==> config.mk <==
export PLATFORM = sky130hd
export DESIGN_NAME = bus_xfer_unit_flat
export DESIGN_NICKNAME = d
export VERILOG_FILES = /design/src/rtl/bus_xfer_unit_if.sv /design/src/rtl/bus_xfer_unit.sv /design/src/flat_wrapper.sv
export SDC_FILE = /design/constraint.sdc
export NUM_CORES = 1
export LEC_CHECK = 0
export CAP_MARGIN = 10
export CORE_AREA = 8 8 80 75
export CTS_CLUSTER_SIZE = 14
export DETAILED_ROUTE_END_ITERATION = 7
export DIE_AREA = 0 0 88 83
export PLACE_DENSITY_LB_ADDON = 0.08
export SLEW_MARGIN = 20
export SYNTH_ARGS = -nofsm -noshare
export SYNTH_HDL_FRONTEND = slang
export SYNTH_SLANG_ARGS = --single-unit
export TNS_END_PERCENT = 5
==> constraint.sdc <==
create_clock -name clk -period 3.1 [get_ports clk]
set_input_delay 0.62 -clock clk [delete_from_list [all_inputs] [get_ports clk]]
set_output_delay 0.62 -clock clk [all_outputs]
set_load 0.005 [all_outputs]
==> src/rtl/bus_xfer_unit_if.sv <==
// Handshake and bus signals of the register-file bus transfer unit.
interface bus_xfer_unit_if #(
  parameter int WIDTH = 4,
  parameter int NREGS = 4,
  parameter int SELW  = $clog2(NREGS)
) ();
  logic             start;
  logic             ext_load;
  logic [SELW-1:0]  src_sel;
  logic [SELW-1:0]  dst_sel;
  logic [WIDTH-1:0] ext_data;
  logic [WIDTH-1:0] bus;
  logic             busy;
  logic             done;
  logic             err;

  modport master (
    output start, ext_load, src_sel, dst_sel, ext_data,
    input  bus, busy, done, err
  );

  modport slave (
    input  start, ext_load, src_sel, dst_sel, ext_data,
    output bus, busy, done, err
  );
endinterface

==> src/rtl/bus_xfer_unit.sv <==
// Register file of NREGS x WIDTH sharing one internal bus. In IDLE the bus is a
// live mux of reg[src_sel]; a small FSM performs clocked reg-to-reg transfers
// (IDLE->READ->WRITE->DONE) and external loads (IDLE->WRITE->DONE).
module bus_xfer_unit #(
  parameter int WIDTH = 4,
  parameter int NREGS = 4,
  parameter int SELW  = $clog2(NREGS)
) (
  input  logic            clk,
  input  logic            rst,
  bus_xfer_unit_if.slave  bif
);

  typedef enum logic [1:0] {IDLE, READ, WRITE, DONE} state_t;

  state_t           state_q, state_d;
  logic [WIDTH-1:0] regs [NREGS];
  logic [SELW-1:0]  src_q, dst_q;
  logic [WIDTH-1:0] bus_q;
  logic             err_q;
  logic [WIDTH-1:0] bus_c;

  // Index check done one bit wider so the compare is meaningful for any NREGS.
  function automatic logic in_range(input logic [SELW-1:0] sel);
    return {1'b0, sel} < (SELW+1)'(NREGS);
  endfunction

  function automatic logic [WIDTH-1:0] rd(input logic [SELW-1:0] sel);
    return in_range(sel) ? regs[sel] : '0;
  endfunction

  // State register
  always_ff @(posedge clk) begin
    if (rst) state_q <= IDLE;
    else     state_q <= state_d;
  end

  // Next-state and bus source selection
  always_comb begin
    state_d = state_q;
    bus_c   = '0;
    case (state_q)
      IDLE: begin
        bus_c = rd(bif.src_sel);
        if (bif.ext_load)   state_d = WRITE;
        else if (bif.start) state_d = READ;
      end
      READ: begin
        bus_c   = rd(src_q);
        state_d = WRITE;
      end
      WRITE: begin
        bus_c   = bus_q;
        state_d = DONE;
      end
      DONE: begin
        bus_c   = bus_q;
        state_d = IDLE;
      end
      default: state_d = IDLE;
    endcase
  end

  // Request capture, bus latch and register-file write; reset abandons any write
  always_ff @(posedge clk) begin
    if (rst) begin
      for (int unsigned i = 0; i < NREGS; i++)
        regs[i] <= WIDTH'(32'd1 << (i % WIDTH));
      src_q <= '0;
      dst_q <= '0;
      bus_q <= '0;
      err_q <= 1'b0;
    end else begin
      case (state_q)
        IDLE: begin
          if (bif.ext_load) begin
            dst_q <= bif.dst_sel;
            bus_q <= bif.ext_data;
            err_q <= !in_range(bif.dst_sel);
          end else if (bif.start) begin
            src_q <= bif.src_sel;
            dst_q <= bif.dst_sel;
            err_q <= !(in_range(bif.src_sel) && in_range(bif.dst_sel));
          end
        end
        READ:  bus_q <= bus_c;
        // Any out-of-range index in the request suppresses the write.
        WRITE: if (!err_q) regs[dst_q] <= bus_q;
        default: ;
      endcase
    end
  end

  assign bif.bus  = bus_c;
  assign bif.busy = (state_q != IDLE);
  assign bif.done = (state_q == DONE);
  assign bif.err  = (state_q == DONE) && err_q;

endmodule

==> src/flat_wrapper.sv <==
// flat-port wrapper written by rule: the top's interface ports become plain ports
module bus_xfer_unit_flat 
#(
  parameter int WIDTH = 4,
  parameter int NREGS = 4,
  parameter int SELW  = $clog2(NREGS)
)
  (clk, rst, bif_start, bif_ext_load, bif_src_sel, bif_dst_sel, bif_ext_data, bif_bus, bif_busy, bif_done, bif_err);
  bus_xfer_unit_if #(.WIDTH(WIDTH), .NREGS(NREGS), .SELW(SELW)) bif_i ();
  input  logic clk;
  input  logic rst;
  input wire logic [$bits(bif_i.start)-1:0] bif_start;
  input wire logic [$bits(bif_i.ext_load)-1:0] bif_ext_load;
  input wire logic [$bits(bif_i.src_sel)-1:0] bif_src_sel;
  input wire logic [$bits(bif_i.dst_sel)-1:0] bif_dst_sel;
  input wire logic [$bits(bif_i.ext_data)-1:0] bif_ext_data;
  output wire logic [$bits(bif_i.bus)-1:0] bif_bus;
  output wire logic [$bits(bif_i.busy)-1:0] bif_busy;
  output wire logic [$bits(bif_i.done)-1:0] bif_done;
  output wire logic [$bits(bif_i.err)-1:0] bif_err;
  assign bif_i.start = bif_start;
  assign bif_i.ext_load = bif_ext_load;
  assign bif_i.src_sel = bif_src_sel;
  assign bif_i.dst_sel = bif_dst_sel;
  assign bif_i.ext_data = bif_ext_data;
  assign bif_bus = bif_i.bus;
  assign bif_busy = bif_i.busy;
  assign bif_done = bif_i.done;
  assign bif_err = bif_i.err;
  bus_xfer_unit #(.WIDTH(WIDTH), .NREGS(NREGS), .SELW(SELW)) u_core (.clk(clk), .rst(rst), .bif(bif_i));
endmodule
# == Word level (Yosys, flattened, before mapping) ==
# Memory sizes are Yosys's and may differ from the RTL's. A register that Yosys moved wholly into a read port is not among the register bits.
# Index checks and enable logic that the tools add are counted.
# op_classes
muxes,21
bitwise,1
n_reduce_logical,10
n_eq_ne,5
# ops
op,n
2-bit 2-to-1 mux,7
4-bit case mux with 3 select lines,1
1-bit 2-to-1 mux,9
4-bit 2-to-1 mux,2
2-bit case mux with 4 select lines,1
4-bit case mux with 2 select lines,1
2-bit nonzero test,3
2-bit equality test (second input constant),2
2-bit AND reduction,2
4-bit OR reduction,1
3-bit inequality test (second input constant),1
3-bit AND reduction,1
2-bit by 1-bit equality test with 1-bit output (second input constant),1
2-bit logical NOT,1
2-bit inequality test (second input constant),1
2-bit OR reduction,1
1-bit logical AND,1
1-bit NOT,1
# word_totals
wordCells,43
output_inout_bits,7
mem_bits_rw,16
regBits,11
mem_count,1
in_bits,12
# memory_table
memory,words,width,rd,rd_clocked_by_memory_dff,write_ports,line_no,rtl
u_core.regs,4,4,2,1,4,bus_xfer_unit.sv:17,logic [WIDTH-1:0] regs [NREGS];

# == Depth between registers and ports, before layout ==
# depth
word_depth,6
mapped_depth,7
ltp_nobuf,5

# == Worst setup path before layout ==
# OpenSTA, ideal clock, no wires.
# synth_path
kind,input to output
from,input bif_src_sel[0]
to,output bif_bus[1]
path_buffers,1
slack_ns,0.959
path_stages,4
required_ns,2.480
t_arrival_ns,1.521
cell_sequence,clkbuf_1 mux4_2 nor2_1 a21oi_1
# synth_via
elab_chain_cells,2
# synth_lines
item,line_no,rtl
"start, declared",flat_wrapper.sv:14,input wire logic [$bits(bif_i.src_sel)-1:0] bif_src_sel;
memory read 4 x 4 bit,--,
4-bit case mux with 3 select lines,bus_xfer_unit.sv:42,case (state_q)
"end, declared",flat_wrapper.sv:17,output wire logic [$bits(bif_i.bus)-1:0] bif_bus;
# No other way between the ends.

# == Final worst setup path ==
# layout_path
from,input bif_src_sel[1]
to,output bif_bus[2]
# Same word-level chain as after synthesis.

==> flow_summary.json <==
{
  "outcome": "complete, no violations",
  "endpoint_kind": "output port",
  "slowest_stage": "clkdlybuf4s50_1",
  "post-route-period-util": 0.973,
  "tightest_slew_ns": 0.669,
  "whs_ns": 0.526,
  "ir_worst_vdd_v": 0.000268,
  "async_flop_share": 0,
  "drive_above_1_share": 0.115,
  "slew_viol_final": 0,
  "hp-class": "flip-flop to flip-flop",
  "grt_busiest_layer": "met2",
  "ctsHoldBuffers": 0,
  "grt_max_degree": 23,
  "cts_tree": "built",
  "clock_latency_ns": 0.28,
  "io_buffers": 17,
  "synth_edf_count": 16,
  "final_nets": 174,
  "gp_congestion": 0.862,
  "cap_violations": 0,
  "dp.cells": 218,
  "die_y_um": 83,
  "final_cells": 222,
  "cellPowerDensity_nw_per_um2": 552,
  "htreeDepth": 1,
  "grt_setup_unrepaired": "false",
  "grt_use_met2": 0.170,
  "worstPathCellList": "clkdlybuf4s50_1 -> buf_4 -> mux2i_1 -> mux2_2 -> a21oi_1 -> clkdlybuf4s50_1",
  "max_stage_delay_ns": 0.54,
  "setup_tns_ns": 0,
  "dr.first_iter.drc_count": 58,
  "layout_min_cycle_time_ns": 3.02,
  "hold_violations": 0,
  "synth_area_leaders": "edfxtp_1 31%, dfxtp_1 15%, mux2i_1 6.4%",
  "gr-usage-met1": 0.133,
  "drt_pre_antenna_iters": 4,
  "syn-mean-instance-area_sq_um": 11.0,
  "ys_seq_elements": 28,
  "antennaDiodeCount": 0,
  "clk_pin_slew_ns": 0.10,
  "grt_pass1_vias": 1170,
  "hpwl_um": 2780,
  "swShare": 0.283,
  "start_kind": "primary input",
  "wire_per_inst_um": 16.5,
  "p_switching_uw": 292,
  "synth_nets": 158,
  "power.leakage_uw": 0.000678,
  "ant_nets": 0,
  "clock-sinks": 28,
  "combinationalPowerShare": 0.265,
  "critPathKind": "primary input to output port",
  "critPathArrivalTime_ns": 2.40,
  "final_cell_mix": "16 x clkdlybuf4s50_1, 16 x edfxtp_1, 12 x and2_1, 12 x dfxtp_1, 10 x mux2i_1",
  "pwr-share-seq": 0.451,
  "core_area_sq_um": 4650,
  "synthFlopType": "edfxtp_1",
  "track_usage": 0.105,
  "synth_cells": 142,
  "ys_warn_count": 0,
  "synth.top_cell.area_share": 0.307,
  "vias": 1147,
  "grt_pass1_wl_um": 6000,
  "synthesis.area_sq_um": 1570,
  "clk_path_buf_depth": 2,
  "cpMostUsedCell": "clkdlybuf4s50_1",
  "die_area_sq_um": 7300,
  "antenna_found_initial": 0,
  "boundaryPins": 19,
  "max_freq_mhz": 332,
  "rows": 24,
  "worstPathMaxFanout": 8,
  "root_buffer": "clkbuf_8",
  "synthToLayoutAreaGrowth_pct": 19.5,
  "power.share.clock": 0.284,
  "synth_top_cell_by_area": "edfxtp_1",
  "internal_power_uw": 741,
  "routed_via_density": 5.17,
  "fin_worst_skew_ns": 0.00540,
  "yosysSeqAreaShare": 0.460,
  "cp.required_ns": 2.48,
  "setup_viol": 0,
  "initial_core_util": 0.336,
  "drt_wl_total_um": 3670,
  "dieWidth_um": 88,
  "grt_use_met3": 0.0295,
  "ys_types": 33,
  "grt_overflow_total": 0,
  "cts_inserted_buffers": 3,
  "route.detailed.drc": 0,
  "slew_headroom": 0.554
}
[power by group through the flow]
| stage | Combinational, uW | Clock [uW] | Sequential, uW |
|---|---|---|---|
| 2_1_floorplan | 173 | 0 | 459 |
| 3_3_place_gp | 269 | 0 | 477 |
| 3_5_place_dp | 272 | 0 | 476 |
| 4_1_cts | 276 | 302 | 468 |
| 5_1_grt | 301 | 315 | 473 |
| 6_report | 273 | 294 | 466 |
[synth_stat cells (4+ instances only)]
cell type,count
a211oi_1,7
a21oi_1,9
and2_1,12
clkbuf_1,5
dfxtp_1,12
edfxtp_1,16
ha_1,4
mux2i_1,10
mux4_2,4
nand2_1,5
nand2b_1,7
nor2_1,9
o21a_1,4
or3_1,4
[cell families (layout without fill, tap and decap cells)]
| kind of cell | after synthesis | after routing | synth area share |
|---|---|---|---|
| buffers and inverters | 11 | 26 | 0.0296 |
| AND/OR/NAND/NOR | 51 | 51 | 0.184 |
| adder cells (fa/ha/maj) | 4 | 4 | 0.0320 |
| other | 1 | 1 | 0.00240 |
| AO/OA/AOI/OAI | 29 | 29 | 0.132 |
| flip-flops | 28 | 28 | 0.460 |
| multiplexers | 18 | 18 | 0.160 |
[worst max-delay path: cells and delay by family]
kind	cells	cell delay, ns
mux	2	0.40
buf+inv	3	1.18
compound gates	1	0.20
[per-layer routing]
layer  up-vias  part of all wire
met4         0            0.0049
li1        559                 -
met3         2             0.046
met2        19              0.48
met5         -                 0
met1       567              0.47
[state kept, by name (all words and copies together) (netlist names), named ones only]
name            cells
u_core.bus_q        4
u_core.dst_q        2
u_core.src_q        2
u_core.state_q      2
u_core.regs        16
[final cells by class]
type                    count  area [sq um]
flip-flops and latches     28           721
fillers                   465          2780
inverters                   3          11.3
well taps                  65          81.3
multi-input cells         103           798
clock buffers               3          41.3
repair buffers             19           188
clock inverters             1          30.0
[path summary, 6_finish.rpt]
path / startpoint / to / slack [ns] / cells past startpoint
max: bif_src_sel[1] / bif_bus[2] / 0.08 / 6
min: u_core.src_q[0] / flip-flop / 0.53 / 2
max reg2reg: u_core.state_q[0] / u_core.bus_q[3] / 1.11 / 5
min reg2reg: u_core.src_q[0] / flip-flop / 0.53 / 2
[stage by stage]
step	instance area [sq um]	utilization	setup slack [ns]	power, uW
6_report	1870	0.402	0.0842	1030
5_1_grt	1870	0.402	0.0101	1090
4_1_cts	1870	0.401	0.0422	1050
3_5_place_dp	1800	0.386	0.0350	748
3_3_place_gp	1800	0.386	0.0691	746
2_1_floorplan	1570	-	0.959	632
[timing repair]
action | 4_1_cts | 5_1_grt
resized for setup | 0 | 1
setup buffers | 0 | 0
endpoints found under the setup margin | 0 | 1
(Power assumes the default switching activity.)
